==> src/rtl/mult_div_unit_pkg.sv <==
// ---------------------------------------------------------------------------
// mult_div_unit_pkg
//   Shared definitions for the iterative signed multiply/divide unit:
//   default operand width, MDCtrl operation encodings and the FSM state type.
//   No ports; imported by the interface and the unit itself.
// ---------------------------------------------------------------------------
package mult_div_unit_pkg;

    // Default operand width.
    // The product and the quotient/remainder pair are split over hi/lo.
    localparam int MD_WIDTH = 32;

    // MDCtrl operation select
    localparam logic MD_MULT = 1'b0;
    localparam logic MD_DIV  = 1'b1;

    // Sequencer states: IDLE -> RUN -> FIX -> DONE -> IDLE
    typedef enum logic [1:0] {
        ST_IDLE = 2'd0,
        ST_RUN  = 2'd1,
        ST_FIX  = 2'd2,
        ST_DONE = 2'd3
    } md_state_e;

endpackage

==> src/rtl/mult_div_unit_if.sv <==
// ---------------------------------------------------------------------------
// mult_div_unit_if
//   Bundle between the multicycle control FSM (master) and the
//   multiply/divide unit (slave).
//   Signals:
//     start   master->slave  level request, only looked at while the unit is idle
//     md_sel  master->slave  0 = MULT, 1 = DIV
//     op_a    master->slave  rs: multiplicand / dividend
//     op_b    master->slave  rt: multiplier / divisor
//     hi      slave->master  MULT: upper product half; DIV: remainder
//     lo      slave->master  MULT: lower product half; DIV: quotient
//     busy    slave->master  an operation is in flight
//     done    slave->master  one-cycle pulse; hi/lo valid from that cycle
//     div0    slave->master  combinational divide-by-zero flag
// ---------------------------------------------------------------------------
interface mult_div_unit_if
    import mult_div_unit_pkg::*;
#(
    parameter int WIDTH = MD_WIDTH
) ();

    logic             start;
    logic             md_sel;
    logic [WIDTH-1:0] op_a;
    logic [WIDTH-1:0] op_b;
    logic [WIDTH-1:0] hi;
    logic [WIDTH-1:0] lo;
    logic             busy;
    logic             done;
    logic             div0;

    modport master (
        output start, md_sel, op_a, op_b,
        input  hi, lo, busy, done, div0
    );

    modport slave (
        input  start, md_sel, op_a, op_b,
        output hi, lo, busy, done, div0
    );

endinterface

==> src/rtl/mult_div_unit.sv <==
// ---------------------------------------------------------------------------
// mult_div_unit
//   Iterative signed multiply/divide unit that sits behind the multicycle
//   control FSM.
//   - MULT uses a shift-add multiplier.
//   - DIV uses a restoring divider.
//   Both work on operand magnitudes. A final FIX cycle applies the sign
//   correction and loads hi/lo.
//   Ports:
//     clk    in     rising-edge clock
//     reset  in     asynchronous, active-high
//     bus    slave  start/md_sel/op_a/op_b in;
//                   hi/lo/busy/done/div0 out
//   Timing:
//     - A start sampled at edge 0 gives done high after edge WIDTH+2.
//     - busy and done are registered from the current state, so they lag
//       the state register by one cycle.
//     - hi/lo are loaded on the FIX->DONE edge, so they are already stable
//       when done is seen.
// ---------------------------------------------------------------------------
module mult_div_unit
    import mult_div_unit_pkg::*;
#(
    parameter int WIDTH = MD_WIDTH
) (
    input  logic           clk,
    input  logic           reset,
    mult_div_unit_if.slave bus
);

    localparam int CW = (WIDTH > 1) ? $clog2(WIDTH) : 1;
    localparam logic [CW-1:0] CNT_LAST = CW'(WIDTH - 1);

    md_state_e        state_q, state_d;
    logic [CW-1:0]    cnt_q, cnt_d;
    // acc: upper product half (MULT) or partial remainder (DIV)
    logic [WIDTH-1:0] acc_q, acc_d;
    // low: multiplier/lower product (MULT) or dividend/quotient (DIV)
    logic [WIDTH-1:0] low_q, low_d;
    // opnd: multiplicand (MULT) or divisor (DIV) magnitude
    logic [WIDTH-1:0] opnd_q, opnd_d;
    logic             sign_a_q, sign_a_d;
    logic             sign_b_q, sign_b_d;
    logic             sel_q, sel_d;
    logic [WIDTH-1:0] hi_q, hi_d;
    logic [WIDTH-1:0] lo_q, lo_d;
    logic             busy_q, busy_d;
    logic             done_q, done_d;

    logic             div0;
    logic [WIDTH-1:0] mag_a;
    logic [WIDTH-1:0] mag_b;
    logic [WIDTH:0]   mult_sum;
    logic [WIDTH:0]   div_shift;
    logic [WIDTH:0]   div_trial;
    logic             div_ok;
    logic               neg_result;
    logic [2*WIDTH-1:0] product;
    logic [2*WIDTH-1:0] product_fix;
    logic [WIDTH-1:0]   quo_fix;
    logic [WIDTH-1:0]   rem_fix;

    // The control FSM samples div0 in the same cycle it raises start.
    // So div0 is purely combinational and is not affected by reset.
    assign div0 = (bus.md_sel == MD_DIV) && (bus.op_b == '0);

    // Operand magnitudes.
    // The magnitude of the most negative value is 2^(WIDTH-1) when read as
    // an unsigned number, so no extra bit is needed.
    assign mag_a = bus.op_a[WIDTH-1] ? -bus.op_a : bus.op_a;
    assign mag_b = bus.op_b[WIDTH-1] ? -bus.op_b : bus.op_b;

    // Shift-add step: the carry out of the add becomes the new top bit of
    // the {acc,low} register after the right shift.
    assign mult_sum = {1'b0, acc_q} + (low_q[0] ? {1'b0, opnd_q} : '0);

    // Restoring-divide step.
    // - The partial remainder is always below the divisor magnitude, which
    //   is at most 2^(WIDTH-1). So the shifted remainder fits in WIDTH bits.
    // - The top bit of the WIDTH+1 bit trial is therefore a pure borrow.
    assign div_shift = {acc_q, low_q[WIDTH-1]};
    assign div_trial = div_shift - {1'b0, opnd_q};
    assign div_ok    = ~div_trial[WIDTH];

    // Sign correction applied in FIX.
    // - MULT negates the whole 2W product.
    // - DIV negates the quotient for unlike signs, and gives the remainder
    //   the sign of the dividend.
    assign neg_result  = sign_a_q ^ sign_b_q;
    assign product     = {acc_q, low_q};
    assign product_fix = neg_result ? -product : product;
    assign quo_fix     = neg_result ? -low_q : low_q;
    assign rem_fix     = sign_a_q ? -acc_q : acc_q;

    // Next-state and datapath update.
    // Everything holds by default; each state only overrides what it owns.
    always_comb begin
        state_d  = state_q;
        cnt_d    = cnt_q;
        acc_d    = acc_q;
        low_d    = low_q;
        opnd_d   = opnd_q;
        sign_a_d = sign_a_q;
        sign_b_d = sign_b_q;
        sel_d    = sel_q;
        hi_d     = hi_q;
        lo_d     = lo_q;
        busy_d   = (state_q != ST_IDLE);
        done_d   = (state_q == ST_DONE);

        case (state_q)
            ST_IDLE: begin
                // A divide by zero is refused here.
                // The control FSM handles it through its exception path.
                if (bus.start && !div0) begin
                    sel_d    = bus.md_sel;
                    sign_a_d = bus.op_a[WIDTH-1];
                    sign_b_d = bus.op_b[WIDTH-1];
                    acc_d    = '0;
                    cnt_d    = '0;
                    if (bus.md_sel == MD_MULT) begin
                        low_d  = mag_b;
                        opnd_d = mag_a;
                    end else begin
                        low_d  = mag_a;
                        opnd_d = mag_b;
                    end
                    state_d = ST_RUN;
                end
            end

            ST_RUN: begin
                if (sel_q == MD_MULT) begin
                    acc_d = mult_sum[WIDTH:1];
                    low_d = {mult_sum[0], low_q[WIDTH-1:1]};
                end else begin
                    acc_d = div_ok ? div_trial[WIDTH-1:0] : div_shift[WIDTH-1:0];
                    low_d = {low_q[WIDTH-2:0], div_ok};
                end
                if (cnt_q == CNT_LAST) begin
                    cnt_d   = '0;
                    state_d = ST_FIX;
                end else begin
                    cnt_d = cnt_q + CW'(1);
                end
            end

            ST_FIX: begin
                if (sel_q == MD_MULT) begin
                    hi_d = product_fix[2*WIDTH-1:WIDTH];
                    lo_d = product_fix[WIDTH-1:0];
                end else begin
                    hi_d = rem_fix;
                    lo_d = quo_fix;
                end
                state_d = ST_DONE;
            end

            ST_DONE: begin
                state_d = ST_IDLE;
            end

            default: begin
                state_d = ST_IDLE;
            end
        endcase
    end

    // State and result registers.
    // An asynchronous reset aborts any operation in flight: hi/lo are
    // cleared and no done pulse is produced.
    always_ff @(posedge clk or posedge reset) begin
        if (reset) begin
            state_q  <= ST_IDLE;
            cnt_q    <= '0;
            acc_q    <= '0;
            low_q    <= '0;
            opnd_q   <= '0;
            sign_a_q <= 1'b0;
            sign_b_q <= 1'b0;
            sel_q    <= MD_MULT;
            hi_q     <= '0;
            lo_q     <= '0;
            busy_q   <= 1'b0;
            done_q   <= 1'b0;
        end else begin
            state_q  <= state_d;
            cnt_q    <= cnt_d;
            acc_q    <= acc_d;
            low_q    <= low_d;
            opnd_q   <= opnd_d;
            sign_a_q <= sign_a_d;
            sign_b_q <= sign_b_d;
            sel_q    <= sel_d;
            hi_q     <= hi_d;
            lo_q     <= lo_d;
            busy_q   <= busy_d;
            done_q   <= done_d;
        end
    end

    assign bus.hi   = hi_q;
    assign bus.lo   = lo_q;
    assign bus.busy = busy_q;
    assign bus.done = done_q;
    assign bus.div0 = div0;

endmodule
==> src/flat_wrapper.sv <==
// flat-port wrapper written by rule: the top's interface ports become plain ports
module mult_div_unit_flat import mult_div_unit_pkg::*;
#(
    parameter int WIDTH = MD_WIDTH
)
  (clk, reset, bus_start, bus_md_sel, bus_op_a, bus_op_b, bus_hi, bus_lo, bus_busy, bus_done, bus_div0);
  mult_div_unit_if #(.WIDTH(WIDTH)) bus_i ();
  input  logic clk;
  input  logic reset;
  input wire logic [$bits(bus_i.start)-1:0] bus_start;
  input wire logic [$bits(bus_i.md_sel)-1:0] bus_md_sel;
  input wire logic [$bits(bus_i.op_a)-1:0] bus_op_a;
  input wire logic [$bits(bus_i.op_b)-1:0] bus_op_b;
  output wire logic [$bits(bus_i.hi)-1:0] bus_hi;
  output wire logic [$bits(bus_i.lo)-1:0] bus_lo;
  output wire logic [$bits(bus_i.busy)-1:0] bus_busy;
  output wire logic [$bits(bus_i.done)-1:0] bus_done;
  output wire logic [$bits(bus_i.div0)-1:0] bus_div0;
  assign bus_i.start = bus_start;
  assign bus_i.md_sel = bus_md_sel;
  assign bus_i.op_a = bus_op_a;
  assign bus_i.op_b = bus_op_b;
  assign bus_hi = bus_i.hi;
  assign bus_lo = bus_i.lo;
  assign bus_busy = bus_i.busy;
  assign bus_done = bus_i.done;
  assign bus_div0 = bus_i.div0;
  mult_div_unit #(.WIDTH(WIDTH)) u_core (.clk(clk), .reset(reset), .bus(bus_i));
endmodule
==> config.mk <==
export PLATFORM = sky130hd
export DESIGN_NAME = mult_div_unit_flat
export DESIGN_NICKNAME = d
export VERILOG_FILES = /design/src/rtl/mult_div_unit_pkg.sv /design/src/rtl/mult_div_unit_if.sv /design/src/rtl/mult_div_unit.sv /design/src/flat_wrapper.sv
export SDC_FILE = /design/constraint.sdc
export NUM_CORES = 1
export LEC_CHECK = 0
export CORE_MARGIN = 10
export CORE_UTILIZATION = 39
export DETAILED_ROUTE_END_ITERATION = 8
export PLACE_DENSITY = 0.68
export SLEW_MARGIN = 20
export SYNTH_ARGS = -nofsm -noshare
export SYNTH_HDL_FRONTEND = slang
export SYNTH_SLANG_ARGS = --single-unit
export TNS_END_PERCENT = 50
==> constraint.sdc <==
create_clock -name clk -period 7.1 [get_ports clk]
set_clock_uncertainty 0.2 [all_clocks]
set_input_delay 1.42 -clock clk [delete_from_list [all_inputs] [get_ports clk]]
set_output_delay 1.42 -clock clk [all_outputs]
set_load 0.02 [all_outputs]
==> results.md, run 1 <==
* Status: finished clean
* FF-to-FF End: u_core.acc_q[25]
* Area Growth Syn to Fin at 16.43%
* Cell chosen for the clock root: clkbuf_16
* Yosys cell types at 72
* Setup TNS at 0 ns
* Post_cts resized at 0
* Post-synth net total at approximately 1900
* Cell mode on critical path: clkdlybuf4s50_1
* Synth Register Bits at 172
* Most frequent cell after synthesis: nor2_1
* Worst-Skew Late Latency at 0.45 ns
* Final core utilization at between 40% and 50%
* DR pass1 iterations at 5
* Pwr Density at between 500 and 600 nW/um2
* H-tree levels at 4
* Clk buf depth at 2
* Diode count at 0
* Ys Warns at 0
* Slowest-stage cell, CP: clkdlybuf4s50_1
* CTS Hold Bufs at 0
* Final Max Tran Viols at 0
* Clock sink total at between 150 and 200
* CP startpoint kind: input pin
* Share of cells above drive strength 1 at under 10%
* Ports at around 140
* Final hold violations at 0
* Unrepaired setup endpoints after global routing: false
* RR Startpoint: u_core.acc_q[0]
* Crit Path Max Fanout at 7
* Final ANT Viol Nets at 0
* TritonCTS clock tree: yes
* Static Leak at 0.006758 uW
* R2R setup slack at 2.26 ns
* Post-route minimum period at about 6.5 ns
* Setup crit end kind: primary output
* Sequential fraction of the synthesis area at between 30% and 40%
* Dominant cell type by area after synthesis: dfrtp_1
* Post-CTS Setup Inserts at 0
* Number of flops mapped to enable cells by yosys at 0
* Setup CP Type: in2out
* Initial antenna violation count at 1
* Largest net degree at the start of global routing at ~110
* WHS Path Cells at 2
* Remaining global-route overflow at 0
* Critical path, cell by cell: clkdlybuf4s50_1, inv_1, ha_1, or4b_1, nor4b_1, nand3_1, nor3_2, clkdlybuf4s50_1
* Cell Rows at 69
* TritonCTS Buffers at 17
* Hold Path End: u_core.opnd_q[9]
* Most instantiated cells after synthesis: 219 x nor2_1, 199 x a21oi_1, 172 x dfrtp_1, 146 x o21ai_0, 132 x nand2_1
* Final #Nets at 1973
* Via count at around 13000
* Synth top area share at between 30% and 40%
* Die height at between 200 and 250 um
* Peak Freq at around 0.15 GHz
* Cell area after synthesis at between 10000 and 15000 um2
* Required time of the critical path at 5.48 ns
* Via-to-Cell Ratio at 5.788
* Mapped Avg Cell Area at 8.053 um2
* Min-delay src: u_core.opnd_q[9]
* Initial Utilization at between 30% and 40%
* Worst slew pin tran at 1.152 ns
* Post-synth ARST share at 100.0%
* Main synth FF type: dfrtp_1
* Die width at roughly 210 um
* Count of final setup violators at 0
* Detailed Place HPWL at between 30000 and 40000 um
* Maximum vdd drop at between 0.3 and 0.4 mV
* DRC violations left at 0
* Worst setup path startpoint: bus_op_b[0]
* Drt initial violations at around 1100
* Wirelength, routed at between 40000 and 50000 um
* Final worst path period share at between 90% and 100%
* First-pass GRT wire length at between 70000 and 80000 um
* Die ar. at around 44000 um2
* CP max stage delay at 0.72 ns
* Total track usage at about 20%
* RD Place Congestion at approximately 0.94
* Vias in the first global route at 12800
* Fill cells at between 3000 and 4000
* Largest cells by area after synthesis: dfrtp_1 31%, a21oi_1 7.1%, ha_1 6.7%
* Routed len/inst at ~19 um
* Port Buf Inserts at 134
* Number of max-cap violations at 0
* Clk slew on worst S/H paths at around 0.070 ns
* Reg2Reg Depth at 13
* Relative slew margins at a little under a quarter
* Crit path DAT at about 4.8 ns
* Post-Synthesis Cells at approximately 1800
* Core Region at about 36000 um2
* Class of the worst hold path: reg2reg
-- report_power, final --
part / switching [uW] / total, uW / leakage [uW] / internal (uW)
registers: 573 / 2030 / 0.00204 / 1450
clock network: 447 / 948 / 0.000279 / 502
logic: 3430 / 5930 / 0.00443 / 2500
-- worst max-delay path by stage --
stage,to,cells past startpoint
after floorplan,u_core.acc_q[0],1
after global placement,bus_div0,8
after detailed placement,bus_div0,8
after CTS,bus_div0,8
after global routing,bus_div0,8
final,bus_div0,8
-- routing by layer --
metal / wire (um) / vias to the layer above / global-route usage [%]
met5: 13 / - / 0
met4: 948 / 2 / 5.780
met3: 3235 / 65 / 4.302
met2: 20240 / 438 / 31.29
met1: 19670 / 6372 / 25.73
li1: - / 6446 / -
-- registers in the layout, indices dropped and copies added, names as in the netlist --
register	cells
u_core.sign_b_q	1
u_core.state_q	2
u_core.bus.lo	32
u_core.cnt_q	5
u_core.bus.hi	32
u_core.low_q	32
u_core.acc_q	32
u_core.sel_q	1
u_core.bus.busy	1
u_core.sign_a_q	1
u_core.bus.done	1
u_core.opnd_q	32
-- per-stage QoR --
step	worst slack, ns	hold slack [ns]	std cells	cell area (um2)	power [uW]
after floorplan	0.8199	0.2485	1750	14090	6172
after global placement	0.7798	0.2623	2269	15810	7784
after detailed placement	0.6621	0.2701	2269	15820	7883
after CTS	0.6484	0.2856	2301	16390	8863
after global routing	0.4799	0.2973	2302	16410	9639
final	0.6395	0.2790	2302	16410	8903
-- worst max-delay path, delay by kind of cell --
kind / cells / cell delay (ns)
AND/OR/NAND/NOR: 4 / 1.96
buffers and inverters: 3 / 1.28
adder cells (fa/ha/maj): 1 / 0.17
-- final cells by class --
type | instances | area, um2 | share of cell area (%)
inverters | 68 | 260.3 | 1.586
clock buffers | 19 | 442.9 | 2.699
clock inverters | 13 | 130.1 | 0.7930
well taps | 461 | 576.8 | 3.515
multi-input cells | 1419 | 9229 | 56.25
flip-flops and latches | 172 | 4305 | 26.24
repair buffers | 150 | 1464 | 8.922
-- cells in the final DEF (no fill, tap or decap), drive strengths merged, types with 20 or more instances in the layout --
cell           count
a211oi            32
a21o              20
a21oi            199
a22oi             25
clkdlybuf4s50    133
dfrtp            172
ha                75
inv               74
mux2              40
mux2i             38
nand2            133
nand3             21
nor2             219
nor3              39
o21ai            149
o31ai             31
or4               20
xnor2             92
xor2              81
-- logic make-up (layout without fill, tap and decap cells) --
group	Yosys count	count (layout)	share of synthesized area, %
AO/OA/AOI/OAI	558	558	24.13
flip-flops	172	172	30.54
multiplexers	78	78	5.922
AND/OR/NAND/NOR	533	533	17.41
adder cells (fa/ha/maj)	77	77	6.943
buffers and inverters	159	250	4.297
XOR/XNOR	173	173	10.75
(Power assumes the default switching activity.)
==> inputs of run 2 (changes only) <==
--- a/config.mk
+++ b/config.mk
@@ -5,10 +5,11 @@
 export SDC_FILE = /design/constraint.sdc
 export NUM_CORES = 1
 export LEC_CHECK = 0
-export CORE_MARGIN = 10
+export CORE_MARGIN = 1
 export CORE_UTILIZATION = 39
 export DETAILED_ROUTE_END_ITERATION = 8
 export PLACE_DENSITY = 0.68
+export REMOVE_ABC_BUFFERS = 1
 export SLEW_MARGIN = 20
 export SYNTH_ARGS = -nofsm -noshare
 export SYNTH_HDL_FRONTEND = slang
==> run 2 against run 1 <==
  * First-iteration DRC count up 6.3%
  * Cell count up 0.13%
  * Total power grew 0.56%
  * Core utilization grew 0.17 points
  * Critical endpoint unchanged
  * Global-route usage grew 4.5 points
  * Largest power group unchanged
  * Final area increased by 0.37%
  * Via count is 0.70% higher
  * Sequential share of layout area decreased by 0.098 points
  * Critical path depth rose by 2
  * Hold slack better by 0.0027 ns
  * Register-to-register slack about the same
==> results.md, run 2 (synthesis gave the netlist of run 1 again) <==
* Relative slew margins at 28.48% (was 22.99%)
* Die width at 192.1 um (was 210.1 um)
* TritonCTS clock tree: yes (unchanged)
* Via count at 13420 (was 13320)
* Final Max Tran Viols at 0 (unchanged)
* Crit path DAT at 4.34 ns (was 4.84 ns)
* Clk buf depth at 2 (unchanged)
* Final #Nets at 1976 (was 1973)
* Final ANT Viol Nets at 0 (unchanged)
* R2R setup slack at 2.25 ns (was 2.26 ns)
* CTS Hold Bufs at 0 (unchanged)
* Place WS at 1.174 ns (was 0.6621 ns)
* Largest net degree at the start of global routing at 111 (unchanged)
* Status: finished clean (unchanged)
* Class of the worst hold path: reg2reg (unchanged)
* Final worst path period share at 83.99% (was 90.99%)
* TritonCTS Buffers at 17 (unchanged)
* Commonest non-fill, non-tap cell in the layout: nor2_1 (unchanged)
* Core Region at 35570 um2 (unchanged)
* Vias in the first global route at 12680 (was 12800)
* DR pass1 iterations at 6 (was 5)
* Final hold violations at 0 (unchanged)
* FF-to-FF End: u_core.acc_q[26] (was u_core.acc_q[25])
* Unrepaired setup endpoints after global routing: false (unchanged)
* Setup crit end kind: primary output (unchanged)
* Share of cells above drive strength 1 at 6.670% (was 6.410%)
* Worst-Skew Late Latency at 0.45 ns (about the same)
* Cell chosen for the clock root: clkbuf_16 (unchanged)
* Crit Path Max Fanout at 7 (unchanged)
* Critical path's top delay family: buffers and inverters (was simple AND/OR/NAND/NOR gates)
* Static Leak at 0.006785 uW (was 0.006758 uW)
* WHS Path Cells at 2 (unchanged)
* Ports at 135 (unchanged)
* Routed len/inst at 18.91 um (was 19.16 um)
* Final Non-Filler Cells at 2305 (was 2302)
* Required time of the critical path at 5.48 ns (about the same)
* Initial Utilization at 39.62% (unchanged)
* H-tree levels at 4 (unchanged)
* Setup CP Type: in2out (unchanged)
* Min-delay src: u_core.opnd_q[22] (was u_core.opnd_q[9])
* Die ar. at 36900 um2 (was 44140 um2)
* Post_cts resized at 0 (unchanged)
* Dpl cells at 2273 (was 2269)
* Peak Freq at 0.1677 GHz (was 0.1548 GHz)
* Drt initial violations at 1158 (was 1089)
* RR Startpoint: u_core.acc_q[0] (unchanged)
* Post-CTS Setup Inserts at 0 (unchanged)
* Critical path, cell by cell: clkdlybuf4s50_1, inv_1, ha_1, or4b_1, nor4b_1, buf_4, nand3_1, buf_4, nor3_2, clkdlybuf4s50_1 (was clkdlybuf4s50_1, inv_1, ha_1, or4b_1, nor4b_1, nand3_1, nor3_2, clkdlybuf4s50_1)
* Setup TNS at 0 ns (unchanged)
* Fill cells at 3535 (was 3564)
* Wirelength, routed at 43590 um (was 44110 um)
* Number of max-cap violations at 0 (unchanged)
* Most frequent cells in the layout: 219 x nor2_1, 199 x a21oi_1, 171 x dfrtp_1, 145 x o21ai_0, 133 x clkdlybuf4s50_1 (was 219 x nor2_1, 199 x a21oi_1, 171 x dfrtp_1, 146 x o21ai_0, 133 x clkdlybuf4s50_1)
* Hold Path End: u_core.opnd_q[22] (was u_core.opnd_q[9])
* First-pass GRT wire length at 69190 um (was 70190 um)
* CP startpoint kind: input pin (unchanged)
* Reg2Reg Depth at 13 (unchanged)
* RD Place Congestion at 0.9629 (was 0.9448)
* Worst setup margin at 1.137 ns (was 0.6395 ns)
* Hold_ws at 0.2816 ns (was 0.2790 ns)
* Clk slew on worst S/H paths at 0.07 ns (about the same)
* Count of final setup violators at 0 (unchanged)
* Post-route minimum period at 5.963 ns (was 6.460 ns)
* Area Growth Syn to Fin at 16.87% (was 16.43%)
* Clock sink total at 172 (unchanged)
* CP max stage delay at 0.66 ns (was 0.72 ns)
* Detailed Place HPWL at 31870 um (was 33960 um)
* Buf/Inv on CP at 5 (was 3)
* Slowest-stage cell, CP: clkdlybuf4s50_1 (unchanged)
* Maximum vdd drop at 0.2848 mV (was 0.3222 mV)
* DRC violations left at 0 (unchanged)
* Initial antenna violation count at 0 (was 1)
* Diode count at 0 (unchanged)
* Via-to-Cell Ratio at 5.820 (was 5.788)
* Remaining global-route overflow at 0 (unchanged)
* Total track usage at 23.99% (was 19.51%)
* Die height at 192.1 um (was 210.1 um)
* Port Buf Inserts at 134 (unchanged)
* Worst setup path startpoint: bus_op_b[0] (unchanged)
* Worst slew pin tran at 1.069 ns (was 1.152 ns)
* Pwr Density at 543.6 nW/um2 (was 542.6 nW/um2)
* Cell Rows at 69 (unchanged)
run 2: cell count changes in the layout (fill, tap and decap cells not counted), moves of 2 or more:
cell      delta
clkinv_2     -2
clkinv_8     +2
buf_4        +3
clkinv_4     +2
run 2: through the flow:
stage | area [um2] | power, uW | utilization, %
after floorplan | 13740 | 6093 | -
after global routing | 16470 | 9659 | 46.30
final | 16470 | 8953 | 46.30
after CTS | 16470 | 8913 | 46.30
after detailed placement | 15890 | 7905 | 44.68
after global placement | 15870 | 7778 | 44.60
run 2: worst max-delay path by stage:
stage	to	depth (start not counted)
2_1_floorplan	u_core.acc_q[31]	11
3_3_place_gp	bus_div0	10
3_5_place_dp	bus_div0	10
4_1_cts	bus_div0	10
5_1_grt	bus_div0	10
6_report	bus_div0	10
run 2: area by class of cell:
cell class                      count  area, um2  share of cell area [%]
Clock buffer                       17      425.4                   2.583
Clock inverter                     15      151.4                  0.9192
Tap cell                          461      576.8                   3.502
Multi-Input combinational cell   1419       9236                   56.08
Timing Repair Buffer              153       1514                   9.192
Inverter                           68      260.3                   1.580
Sequential cell                   172       4305                   26.14
run 2: where the power goes:
part	leakage [uW]	internal (uW)	switching, uW	total [uW]
combinational	0.00446	2510	3490	6000
clock	0.000276	468	476	944
sequential	0.00204	1450	552	2010
run 2: layer usage:
metal	part of all wire [%]	track usage [%]	vias up	wire length (um)
met4	2.3	7.147	0	994
met2	45	38.31	537	19830
met5	0	0	-	0
met3	6.6	3.435	75	2892
met1	46	33.41	6362	19870
li1	-	-	6442	-
run 2: worst reg2reg max path, delay by kind of cell (launching register included):
kind | cells | cell delay [ns]
buffers and inverters | 2 | 0.64
AOI/OAI and AO/OA | 5 | 1.08
muxes | 1 | 0.36
DFF | 1 | 0.60
and+or+nand+nor | 4 | 1.40
adders and majority gates | 1 | 0.47
